==> config.mk <==
export PLATFORM = sky130hd
export DESIGN_NAME = dmem_port_ctrl
export DESIGN_NICKNAME = d
export VERILOG_FILES = /design/src/rtl/dmem_port_ctrl_pkg.sv /design/src/rtl/dmem_port_ctrl_lane_mux.sv /design/src/rtl/dmem_port_ctrl.sv
export SDC_FILE = /design/constraint.sdc
export NUM_CORES = 1
export LEC_CHECK = 0
export ABC_AREA = 1
export BUFFER_PORTS_ARGS = -buffer_cell sky130_fd_sc_hd__buf_2
export CAP_MARGIN = 10
export CORE_MARGIN = 5
export CORE_UTILIZATION = 40
export CTS_CLUSTER_DIAMETER = 100
export DETAILED_ROUTE_END_ITERATION = 7
export SLEW_MARGIN = 20
export SYNTH_ARGS = -nofsm -noshare
export SYNTH_HDL_FRONTEND = slang
export SYNTH_SLANG_ARGS = --single-unit
export TNS_END_PERCENT = 30
==> constraint.sdc <==
create_clock -name i_clk -period 1.5 [get_ports i_clk]
set_clock_uncertainty 0.15 [all_clocks]
set_input_delay 0.075 -clock i_clk [delete_from_list [all_inputs] [get_ports i_clk]]
set_output_delay 0.075 -clock i_clk [all_outputs]
set_load 0.005 [all_outputs]
==> src/rtl/dmem_port_ctrl_pkg.sv <==
// Shared definitions for the data-memory port controller.
//   dmem_state_e : sequencer states
//   dmem_size_e  : request size encoding (byte / 16-bit word)
//   CNT_W        : width of the RAM read-latency counter (covers RD_LAT up to 4)
//   next_word    : RAM word address of the following word, wrapping 0x1FF -> 0x000
package dmem_port_ctrl_pkg;

    // ST_ERR is the cycle-0 state of a rejected request; ST_RESP is the state
    // during which the registered response pulse is visible.
    typedef enum logic [2:0] {
        ST_IDLE,
        ST_WR_A,
        ST_WR_B,
        ST_RD_A,
        ST_RD_B,
        ST_ERR,
        ST_RESP
    } dmem_state_e;

    typedef enum logic {
        SZ_BYTE = 1'b0,
        SZ_WORD = 1'b1
    } dmem_size_e;

    localparam int unsigned CNT_W = 3;

    function automatic logic [8:0] next_word(input logic [8:0] word_addr);
        return word_addr + 9'd1;
    endfunction

endpackage

==> src/rtl/dmem_port_ctrl_lane_mux.sv <==
// Combinational byte-lane steering for the big-endian data RAM.
//   i_size    : 0 byte, 1 word
//   i_a0      : byte address bit 0 (0 -> high lane, 1 -> low lane)
//   i_part_b  : second access of a misaligned word
//   i_sext    : sign-extend byte loads
//   i_wdata   : store data
//   i_dout_h/l: RAM read data lanes
//   i_cap_l   : low-lane byte captured from part A of a misaligned load
//   o_we_h/l  : lane write strobes (qualified by the caller with store/enable)
//   o_din_h/l : lane write data
//   o_rdata   : assembled / extended load result
module dmem_lane_mux
    import dmem_port_ctrl_pkg::*;
(
    input  logic        i_size,
    input  logic        i_a0,
    input  logic        i_part_b,
    input  logic        i_sext,
    input  logic [15:0] i_wdata,
    input  logic [7:0]  i_dout_h,
    input  logic [7:0]  i_dout_l,
    input  logic [7:0]  i_cap_l,
    output logic        o_we_h,
    output logic        o_we_l,
    output logic [7:0]  o_din_h,
    output logic [7:0]  o_din_l,
    output logic [15:0] o_rdata
);

    logic [7:0] lane_b;

    always_comb begin
        o_we_h  = 1'b0;
        o_we_l  = 1'b0;
        o_din_h = i_wdata[7:0];
        o_din_l = i_wdata[7:0];
        o_rdata = '0;
        lane_b  = '0;
        if (i_size == SZ_BYTE) begin
            o_we_h  = ~i_a0;
            o_we_l  = i_a0;
            lane_b  = i_a0 ? i_dout_l : i_dout_h;
            o_rdata = i_sext ? {{8{lane_b[7]}}, lane_b} : {8'h00, lane_b};
        end else if (!i_a0) begin
            o_we_h  = 1'b1;
            o_we_l  = 1'b1;
            o_din_h = i_wdata[15:8];
            o_rdata = {i_dout_h, i_dout_l};
        end else begin
            // Misaligned word: part A carries the MSB into the low lane of the
            // addressed word, part B the LSB into the high lane of the next word.
            if (i_part_b) begin
                o_we_h = 1'b1;
            end else begin
                o_we_l  = 1'b1;
                o_din_h = i_wdata[15:8];
                o_din_l = i_wdata[15:8];
            end
            o_rdata = {i_cap_l, i_dout_h};
        end
    end

endmodule

==> src/rtl/dmem_port_ctrl.sv <==
// Data-memory access sequencer between the load/store unit and the big-endian
// byte-lane data RAM.
//   Request : i_req_valid/o_req_ready handshake, i_req_we, i_req_size,
//             i_req_sext, i_req_addr (byte), i_req_wdata
//   Response: o_rsp_valid one-cycle pulse, o_rsp_rdata (held), o_rsp_err
//   RAM     : o_mem_en, o_mem_we_h/l, o_mem_addr (word), o_mem_din_h/l,
//             i_mem_dout_h/l valid RD_LAT edges after the address is presented
// Parameters: RD_LAT (1..4), ALLOW_MISALIGN (1 split odd words, 0 reject).
module dmem_port_ctrl
    import dmem_port_ctrl_pkg::*;
#(
    parameter int unsigned RD_LAT         = 2,
    parameter bit          ALLOW_MISALIGN = 1'b1
) (
    input  logic        i_clk,
    input  logic        i_rst,
    input  logic        i_req_valid,
    output logic        o_req_ready,
    input  logic        i_req_we,
    input  logic        i_req_size,
    input  logic        i_req_sext,
    input  logic [9:0]  i_req_addr,
    input  logic [15:0] i_req_wdata,
    output logic        o_rsp_valid,
    output logic [15:0] o_rsp_rdata,
    output logic        o_rsp_err,
    output logic        o_mem_en,
    output logic        o_mem_we_h,
    output logic        o_mem_we_l,
    output logic [8:0]  o_mem_addr,
    output logic [7:0]  o_mem_din_h,
    output logic [7:0]  o_mem_din_l,
    input  logic [7:0]  i_mem_dout_h,
    input  logic [7:0]  i_mem_dout_l
);

    localparam logic [CNT_W-1:0] LAT_CNT = CNT_W'(RD_LAT);

    dmem_state_e      state_q, state_d;
    logic             rdy_q, rdy_d;
    logic [CNT_W-1:0] cnt_q, cnt_d;
    logic             we_q, we_d;
    logic             size_q, size_d;
    logic             sext_q, sext_d;
    logic [9:0]       addr_q, addr_d;
    logic [15:0]      wdata_q, wdata_d;
    logic [7:0]       cap_q, cap_d;
    logic             mem_en_q, mem_en_d;
    logic             mem_we_h_q, mem_we_h_d;
    logic             mem_we_l_q, mem_we_l_d;
    logic [8:0]       mem_addr_q, mem_addr_d;
    logic [7:0]       mem_din_h_q, mem_din_h_d;
    logic [7:0]       mem_din_l_q, mem_din_l_d;
    logic             rsp_valid_q, rsp_valid_d;
    logic [15:0]      rsp_rdata_q, rsp_rdata_d;
    logic             rsp_err_q, rsp_err_d;

    logic        accept;
    logic        misal_in;
    logic        split;
    logic        lm_size, lm_a0, lm_part_b;
    logic [15:0] lm_wdata;
    logic        lm_we_h, lm_we_l;
    logic [7:0]  lm_din_h, lm_din_l;
    logic [15:0] lm_rdata;

    assign o_req_ready = rdy_q & ~i_rst;
    assign accept      = i_req_valid & o_req_ready;
    assign misal_in    = i_req_size & i_req_addr[0];
    assign split       = size_q & addr_q[0];

    // The first access is steered from the live request, later parts from the latch.
    always_comb begin
        lm_size   = accept ? i_req_size     : size_q;
        lm_a0     = accept ? i_req_addr[0]  : addr_q[0];
        lm_wdata  = accept ? i_req_wdata    : wdata_q;
        lm_part_b = (state_q == ST_WR_A);
    end

    dmem_lane_mux u_lane_mux (
        .i_size   (lm_size),
        .i_a0     (lm_a0),
        .i_part_b (lm_part_b),
        .i_sext   (sext_q),
        .i_wdata  (lm_wdata),
        .i_dout_h (i_mem_dout_h),
        .i_dout_l (i_mem_dout_l),
        .i_cap_l  (cap_q),
        .o_we_h   (lm_we_h),
        .o_we_l   (lm_we_l),
        .o_din_h  (lm_din_h),
        .o_din_l  (lm_din_l),
        .o_rdata  (lm_rdata)
    );

    always_comb begin
        state_d     = state_q;
        rdy_d       = 1'b0;
        cnt_d       = cnt_q;
        we_d        = we_q;
        size_d      = size_q;
        sext_d      = sext_q;
        addr_d      = addr_q;
        wdata_d     = wdata_q;
        cap_d       = cap_q;
        mem_en_d    = 1'b0;
        mem_we_h_d  = 1'b0;
        mem_we_l_d  = 1'b0;
        mem_addr_d  = mem_addr_q;
        mem_din_h_d = mem_din_h_q;
        mem_din_l_d = mem_din_l_q;
        rsp_valid_d = 1'b0;
        rsp_rdata_d = rsp_rdata_q;
        rsp_err_d   = 1'b0;

        unique case (state_q)
            ST_IDLE, ST_RESP: begin
                state_d = ST_IDLE;
                rdy_d   = 1'b1;
                if (accept) begin
                    rdy_d   = 1'b0;
                    cnt_d   = '0;
                    we_d    = i_req_we;
                    size_d  = i_req_size;
                    sext_d  = i_req_sext;
                    addr_d  = i_req_addr;
                    wdata_d = i_req_wdata;
                    if (misal_in && !ALLOW_MISALIGN) begin
                        state_d = ST_ERR;
                    end else begin
                        mem_en_d   = 1'b1;
                        mem_addr_d = i_req_addr[9:1];
                        if (i_req_we) begin
                            mem_we_h_d  = lm_we_h;
                            mem_we_l_d  = lm_we_l;
                            mem_din_h_d = lm_din_h;
                            mem_din_l_d = lm_din_l;
                            state_d     = ST_WR_A;
                        end else begin
                            state_d = ST_RD_A;
                        end
                    end
                end
            end
            ST_WR_A: begin
                if (split) begin
                    mem_en_d    = 1'b1;
                    mem_we_h_d  = lm_we_h;
                    mem_we_l_d  = lm_we_l;
                    mem_din_h_d = lm_din_h;
                    mem_din_l_d = lm_din_l;
                    mem_addr_d  = next_word(addr_q[9:1]);
                    state_d     = ST_WR_B;
                end else begin
                    rsp_valid_d = 1'b1;
                    rsp_rdata_d = '0;
                    rdy_d       = 1'b1;
                    state_d     = ST_RESP;
                end
            end
            ST_WR_B: begin
                rsp_valid_d = 1'b1;
                rsp_rdata_d = '0;
                rdy_d       = 1'b1;
                state_d     = ST_RESP;
            end
            ST_RD_A, ST_RD_B: begin
                if (cnt_q != LAT_CNT) begin
                    mem_en_d = 1'b1;
                    cnt_d    = cnt_q + 1'b1;
                end else if (state_q == ST_RD_A && split) begin
                    // Capture part A and launch part B on the same edge.
                    cap_d      = i_mem_dout_l;
                    mem_en_d   = 1'b1;
                    mem_addr_d = next_word(addr_q[9:1]);
                    cnt_d      = '0;
                    state_d    = ST_RD_B;
                end else begin
                    rsp_valid_d = 1'b1;
                    rsp_rdata_d = lm_rdata;
                    rdy_d       = 1'b1;
                    state_d     = ST_RESP;
                end
            end
            ST_ERR: begin
                rsp_valid_d = 1'b1;
                rsp_err_d   = 1'b1;
                rsp_rdata_d = '0;
                rdy_d       = 1'b1;
                state_d     = ST_RESP;
            end
            default: begin
                state_d = ST_IDLE;
                rdy_d   = 1'b1;
            end
        endcase
    end

    always_ff @(posedge i_clk) begin
        if (i_rst) begin
            state_q     <= ST_IDLE;
            rdy_q       <= 1'b1;
            cnt_q       <= '0;
            we_q        <= 1'b0;
            size_q      <= 1'b0;
            sext_q      <= 1'b0;
            addr_q      <= '0;
            wdata_q     <= '0;
            cap_q       <= '0;
            mem_en_q    <= 1'b0;
            mem_we_h_q  <= 1'b0;
            mem_we_l_q  <= 1'b0;
            mem_addr_q  <= '0;
            mem_din_h_q <= '0;
            mem_din_l_q <= '0;
            rsp_valid_q <= 1'b0;
            rsp_rdata_q <= '0;
            rsp_err_q   <= 1'b0;
        end else begin
            state_q     <= state_d;
            rdy_q       <= rdy_d;
            cnt_q       <= cnt_d;
            we_q        <= we_d;
            size_q      <= size_d;
            sext_q      <= sext_d;
            addr_q      <= addr_d;
            wdata_q     <= wdata_d;
            cap_q       <= cap_d;
            mem_en_q    <= mem_en_d;
            mem_we_h_q  <= mem_we_h_d;
            mem_we_l_q  <= mem_we_l_d;
            mem_addr_q  <= mem_addr_d;
            mem_din_h_q <= mem_din_h_d;
            mem_din_l_q <= mem_din_l_d;
            rsp_valid_q <= rsp_valid_d;
            rsp_rdata_q <= rsp_rdata_d;
            rsp_err_q   <= rsp_err_d;
        end
    end

    // The latched store flag is only informative; stores and loads are told
    // apart by the state they entered.
    logic unused_we;
    assign unused_we = we_q;

    assign o_mem_en    = mem_en_q;
    assign o_mem_we_h  = mem_we_h_q;
    assign o_mem_we_l  = mem_we_l_q;
    assign o_mem_addr  = mem_addr_q;
    assign o_mem_din_h = mem_din_h_q;
    assign o_mem_din_l = mem_din_l_q;
    assign o_rsp_valid = rsp_valid_q;
    assign o_rsp_rdata = rsp_rdata_q;
    assign o_rsp_err   = rsp_err_q;

endmodule

==> flow_metrics.env, run 1 <==
export IMPL_status="finished, violations left"
export IMPL_violations="setup timing"
export IMPL_p_leak_nw=3.246
export IMPL_synth_edf_count=0
export IMPL_finalPower_mw=9.246
export IMPL_worstPathArrival_ps=1830
export IMPL_clk_latency_ps=370
export IMPL_relSlewSlack_pct=64.54
export IMPL_diodes=0
export IMPL_regArea_um2=1797
export IMPL_clkPwrFrac_pct=18.7
export IMPL_ant_nets=0
export IMPL_cts_tree="yes"
export IMPL_multi_input_area_um2=2608
export IMPL_core_um2=10840
export IMPL_grt_pass1_vias=4815
export IMPL_root_buffer="clkbuf_8"
export IMPL_cp_required_ps=1600
export IMPL_post_drt_wl_per_cell_um=14.75
export IMPL_syn_inst=649
export IMPL_grt_setup_unrepaired="true"
export IMPL_ys_types=35
export IMPL_h_tree_depth=3
export IMPL_worst_slew_pin_slew_ps=532.0
export IMPL_antenna_found_initial=0
export IMPL_initial_utilization_pct=40.67
export IMPL_dp_hpwl_mm=9.740
export IMPL_synth_seq_cells=89
export IMPL_synth_area_um2=4409
export IMPL_num_vias=4964
export IMPL_path_class="reg2reg"
export IMPL_setup_viol=75
export IMPL_switching_share_pct=37.96
export IMPL_vias_per_cell=4.969
export IMPL_grt_usage_pct=21.94
export IMPL_clockBufferDepth=2
export IMPL_area_growth_pct=54.60
export IMPL_postPlaceCellArea_um2=5487
export IMPL_design_area_um2=6817
export IMPL_slew_viol_final=0
export IMPL_end_kind="flip-flop"
export IMPL_fp_row_count=38
export IMPL_drc=0
export IMPL_synth_top_area_share_pct=40.41
export IMPL_grt_first_pass_wirelength_mm=23.07
export IMPL_hold_path_class="in2reg"
export IMPL_yosysSeqAreaShare_pct=40.41
export IMPL_fp_dieW_um=115.0
export IMPL_grt_overflow_total=0
export IMPL_io_buffers=94
export IMPL_die_h_um=115.0
export IMPL_synth_avg_cell_area_um2=6.794
export IMPL_start_kind="flip-flop"
export IMPL_grt_max_degree=58
export IMPL_hold_viol=0
export IMPL_ys_flop_type="dfxtp_1"
export IMPL_p_sw_mw=3.510
export IMPL_drtIter0Drc=277
export IMPL_worst_slack_ps=-229.8
export IMPL_p_seq_share_pct=33.2
export IMPL_tns_ps=-7503
export IMPL_die_area_um2=13220
export IMPL_synth_nets=698
export IMPL_vdd_drop_max_v=0.0006589
export IMPL_p_comb_share_pct=48.1
export IMPL_drive_gt1_share_pct=33.06
export IMPL_totalWireLength_mm=14.73
export IMPL_place_congestion=0.8230
export IMPL_max_freq_ghz=0.5781
export IMPL_fill_cells=943
export IMPL_ys_warn_count=0
export IMPL_cts_clk_slew_worst_paths_ps=90
export IMPL_fin_nets=903
export IMPL_period_needed_ps=1730
export IMPL_synth_largest_area_cell="dfxtp_1"
export IMPL_p_int_mw=5.736
export IMPL_period_share_pct=115.3
export IMPL_async_flop_share_pct=0
export IMPL_yosys_top_cells_area="dfxtp_1 (40%), nand2_1 (13%), nand3_1 (10%)"
export IMPL_holdWs_ps=71.56
export IMPL_maxCapViolations=0
export IMPL_drtPass1Iterations=5
export IMPL_dp_slack_ps=-360.8
export IMPL_power_density_nw_per_um2=1356
export IMPL_path_max_fanout=5
export IMPL_cts_sinks=89
export IMPL_ios=95
export IMPL_cts_buffers_inserted=9
[power by group through the flow]
stage               logic, mW  clock network [mW]  registers, mW
floorplan                1.88                   0           3.08
global placement         3.11                   0           3.09
detailed placement       3.16                   0           3.09
CTS                      4.06                1.78           3.05
global route             4.82                1.88           3.13
finish                   4.45                1.73           3.07
[per-stage QoR]
step / instances / util (%)
after floorplan: 649 / -
after global placement: 918 / 50.61
after detailed placement: 918 / 50.61
after CTS: 995 / 61.05
after global routing: 999 / 62.88
final: 999 / 62.88
[critical path, stage by stage, from the launching register on]
cell	delay (ps)
dfxtp_4	380
buf_4	140
nand2_4	100
nand2_1	80
nand2_2	100
nand3_4	80
nor2_4	220
buf_12	150
nand2_2	50
o21ai_1	90
nor2_1	50
[cells in the mapped netlist (7+ instances only)]
library cell	count
nand3_1	89
nand2_1	154
inv_2	10
nor2_1	57
o21ai_0	63
or2_1	7
a21oi_1	41
nand2_2	10
dfxtp_1	89
clkbuf_1	12
inv_1	53
o21ai_1	8
nand3b_1	7
buf_2	7
[worst paths after layout]
path | start | endpoint | slack, ps | cells past startpoint
setup / recovery | state_q[2] | o_mem_addr[3] | -230 | 10
hold / removal | i_rst | o_rsp_rdata[8] | 70 | 3
setup reg to reg | state_q[2] | o_mem_addr[3] | -230 | 10
hold reg to reg | o_rsp_rdata[9] | o_rsp_rdata[9] | 310 | 2
[flip-flops by register name, indices dropped and copies added, names as in the netlist]
name         count
o_rsp_rdata     16
o_mem_en         1
sext_q           1
cnt_q            3
o_mem_we_h       1
o_mem_we_l       1
o_mem_addr       9
size_q           1
rdy_q            1
o_rsp_valid      1
wdata_q         16
state_q          3
o_rsp_err        1
cap_q            8
o_mem_din_l      8
o_mem_din_h      8
addr_q          10
[cell families after synthesis]
family / synth area share (%)
buffers and inverters: 8.655
AO/OA/AOI/OAI: 13.99
adder cells (fa/ha/maj): 0.2837
AND/OR/NAND/NOR: 36.27
flip-flops: 40.41
XOR/XNOR: 0.3973
[cell usage in the layout, fill, tap and decap left out, types with 4 or more instances in the layout]
cell type      synthesis  routed
nand2_2               10      12
a31oi_1                4       4
nand2_4                1      13
o21ai_0               63      44
buf_2                  7      94
nand3_4                2       9
a21oi_1               41      38
nor2_1                57      52
or2_1                  7       7
nand3b_1               7       7
dfxtp_1               89      85
dfxtp_4                0       4
clkbuf_8               0       9
nand4_1                4       4
nor2_4                 1       5
nand3_1               89      80
nand3_2                3       8
buf_12                 0      11
inv_2                 10       6
o21ai_2                1      14
inv_4                  0       7
nand2_1              154     138
dlygate4sd3_1          0      44
o21ai_1                8      14
buf_6                  3      10
or2_2                  4       4
inv_1                 53      48
buf_4                  3      53
[repair_timing]
action / in CTS / in global routing
resized for setup: 78 / 41
hold endpoints to repair: 59 / 0
buffers inserted: 12 / 2
cloned: 6 / 2
endpoints found under the setup margin: 82 / 83
hold buffers: 44 / 0
pin swaps: 26 / 15
[routing by layer]
metal / vias up / part of all wire [%] / GRT usage [%] / wire length, µm
met1: 2253 / 44 / 27.90 / 6518
met4: 0 / 1.9 / 8.920 / 275
li1: 2545 / - / - / -
met3: 20 / 5.6 / 4.211 / 829
met2: 146 / 48 / 36.54 / 7108
met5: - / 0 / 0 / 0
[area by class of cell]
class	instances	area share, %
repair inverters	1	0.1101
clock inverters	5	0.7709
clock buffers	11	2.239
flip-flops and latches	89	26.36
well taps	140	2.570
multi-input cells	473	38.25
inverters	63	3.855
repair buffers	217	25.84
No activity file was read; power rests on OpenSTA's default activity.
==> run 2: changes to the inputs <==
--- a/config.mk
+++ b/config.mk
@@ -10,6 +10,7 @@
 export CAP_MARGIN = 10
 export CORE_MARGIN = 5
 export CORE_UTILIZATION = 40
+export CTS_BUF_LIST = sky130_fd_sc_hd__clkbuf_16
 export CTS_CLUSTER_DIAMETER = 100
 export DETAILED_ROUTE_END_ITERATION = 7
 export SLEW_MARGIN = 20
==> run 2 against run 1 <==
Compared with the run above:
- the flow still finishes with violations (setup timing)
- design area is 2.1% higher
- clock-buffer cell count is 1 lower
- combinational power is 5.6% lower
- sequential share of layout area is 0.52 points lower
- largest power group unchanged
- highest routed layer unchanged
==> flow_metrics.env, run 2 (same netlist as run 1, synthesis figures left out) <==
export IMPL_drtPass1Iterations=5
export IMPL_max_freq_ghz=0.5931
export IMPL_period_needed_ps=1686
export IMPL_setup_viol=73
export IMPL_diodes=0
export IMPL_grt_max_degree=58
export IMPL_path_class="reg2reg"
export IMPL_r2r_end="o_mem_addr[3]"
export IMPL_final_util_pct=64.19
export IMPL_vias_per_cell=5.047
export IMPL_drc=0
export IMPL_rr_startpoint="state_q[1]"
export IMPL_cts_sinks=89
export IMPL_min_path_cells=5
export IMPL_ios=95
export IMPL_fp_dieW_um=115.0
export IMPL_final_common_cell="nand2_1"
export IMPL_grt_overflow_total=0
export IMPL_root_buffer="clkbuf_16"
export IMPL_start_kind="flip-flop"
export IMPL_die_h_um=115.0
export IMPL_ant_nets=0
export IMPL_final_cell_mix="nand2_1 (129), buf_2 (94), dfxtp_1 (84), nand3_1 (64), nor2_1 (53)"
export IMPL_vdd_drop_max_v=0.0007907
export IMPL_period_share_pct=112.4
export IMPL_drive_gt1_share_pct=36.23
export IMPL_path_max_fanout=6
export IMPL_p_leak_nw=3.267
export IMPL_initial_utilization_pct=40.67
export IMPL_worst_slack_ps=-186.0
export IMPL_dp_cells=918
export IMPL_hp_start="i_mem_dout_h[3]"
export IMPL_io_buffers=94
export IMPL_worst_slew_pin_slew_ps=583.4
export IMPL_finalPower_mw=9.585
export IMPL_reg2reg_depth=11
export IMPL_num_vias=5012
export IMPL_grt_pass1_vias=4838
export IMPL_worstPathArrival_ps=1760
export IMPL_cp_required_ps=1580
export IMPL_drtIter0Drc=330
export IMPL_grt_setup_unrepaired="true"
export IMPL_fin_nets=897
export IMPL_cts_tree="yes"
export IMPL_status="finished, violations left"
export IMPL_power_density_nw_per_um2=1378
export IMPL_post_drt_wl_per_cell_um=14.91
export IMPL_antenna_found_initial=0
export IMPL_hold_path_class="in2reg"
export IMPL_cts_clk_slew_worst_paths_ps=60
export IMPL_fp_row_count=38
export IMPL_area_growth_pct=57.80
export IMPL_hold_viol=0
export IMPL_die_area_um2=13220
export IMPL_totalWireLength_mm=14.81
export IMPL_clk_latency_ps=350
export IMPL_final_cells=993
export IMPL_hold_end="o_rsp_rdata[11]"
export IMPL_h_tree_depth=3
export IMPL_grt_first_pass_wirelength_mm=23.42
export IMPL_cts_buffers_inserted=9
export IMPL_relSlewSlack_pct=61.11
export IMPL_dp_hpwl_mm=9.740
export IMPL_end_kind="flip-flop"
export IMPL_core_um2=10840
export IMPL_slew_viol_final=0
export IMPL_grt_usage_pct=22.25
export IMPL_clockBufferDepth=2
export IMPL_violations="setup timing"
export IMPL_r2r_setup_slack_ps=-190
export IMPL_maxCapViolations=0
export IMPL_place_congestion=0.8230
==> run 2: how the worst max path moves through the flow <==
stage	start	endpoint	cells past startpoint
after floorplan	state_q[0]	o_mem_addr[5]	11
after global placement	state_q[0]	o_rsp_rdata[6]	9
after detailed placement	state_q[0]	o_rsp_rdata[2]	9
after CTS	state_q[2]	o_mem_din_l[0]	9
after global routing	state_q[2]	o_mem_addr[5]	11
final	state_q[1]	o_mem_addr[3]	11
==> run 2: layout make-up <==
class | instances | area (µm²)
tap | 140 | 175.2
clock inverter | 6 | 56.30
timing repair buffer | 211 | 1654
multi-input combinational | 473 | 2755
sequential | 89 | 1798
fill | 913 | 3882
clock buffer | 10 | 250.2
timing repair inverter | 1 | 7.507
inverter | 63 | 261.5
==> run 2: what timing repair did <==
item,in CTS,in global routing
pin swaps,31,19
endpoints found under the hold margin,51,0
buffers inserted,9,3
gates resized for setup,104,76
hold buffers,42,0
cloned,4,2
endpoints found under the setup margin,81,83
==> run 2: routing by layer <==
metal	global-route usage, %	vias to the layer above	routed length [µm]
li1	-	2543	-
met1	28.65	2304	6376
met2	36.42	140	7212
met3	4.632	25	916
met4	8.920	0	300
met5	0	-	0
==> run 2: power by group <==
group | internal [mW] | switching, mW
registers | 2.79 | 0.285
clock network | 1.38 | 0.931
logic | 1.85 | 2.35
total | 6.02 | 3.56
==> run 2: worst max-delay path, stage by stage (launching register included) <==
cell and delay [ps]:
dfxtp_4 420, nor2_4 70, nand2_4 60, nand2_4 60, buf_6 120, nand2_4 70, nand3_4 70, nor2_4 210
buf_12 150, nand2_2 50, o21ai_1 80, nor2_1 50
==> run 2: per-stage QoR <==
| step | cell area (µm²) | setup WS, ps | setup TNS (ps) | hold slack, ps |
|---|---|---|---|---|
| 6_report | 6958 | -186.0 | -6906 | 34.74 |
| 5_1_grt | 6958 | -266.6 | -13270 | 51.31 |
| 4_1_cts | 6696 | -118.3 | -3175 | 3.452 |
| 3_5_place_dp | 5487 | -360.8 | -10720 | 182.6 |
| 3_3_place_gp | 5487 | -272.8 | -8301 | 175.3 |
| 2_1_floorplan | 4448 | -5.027 | -38.11 | 3.474 |
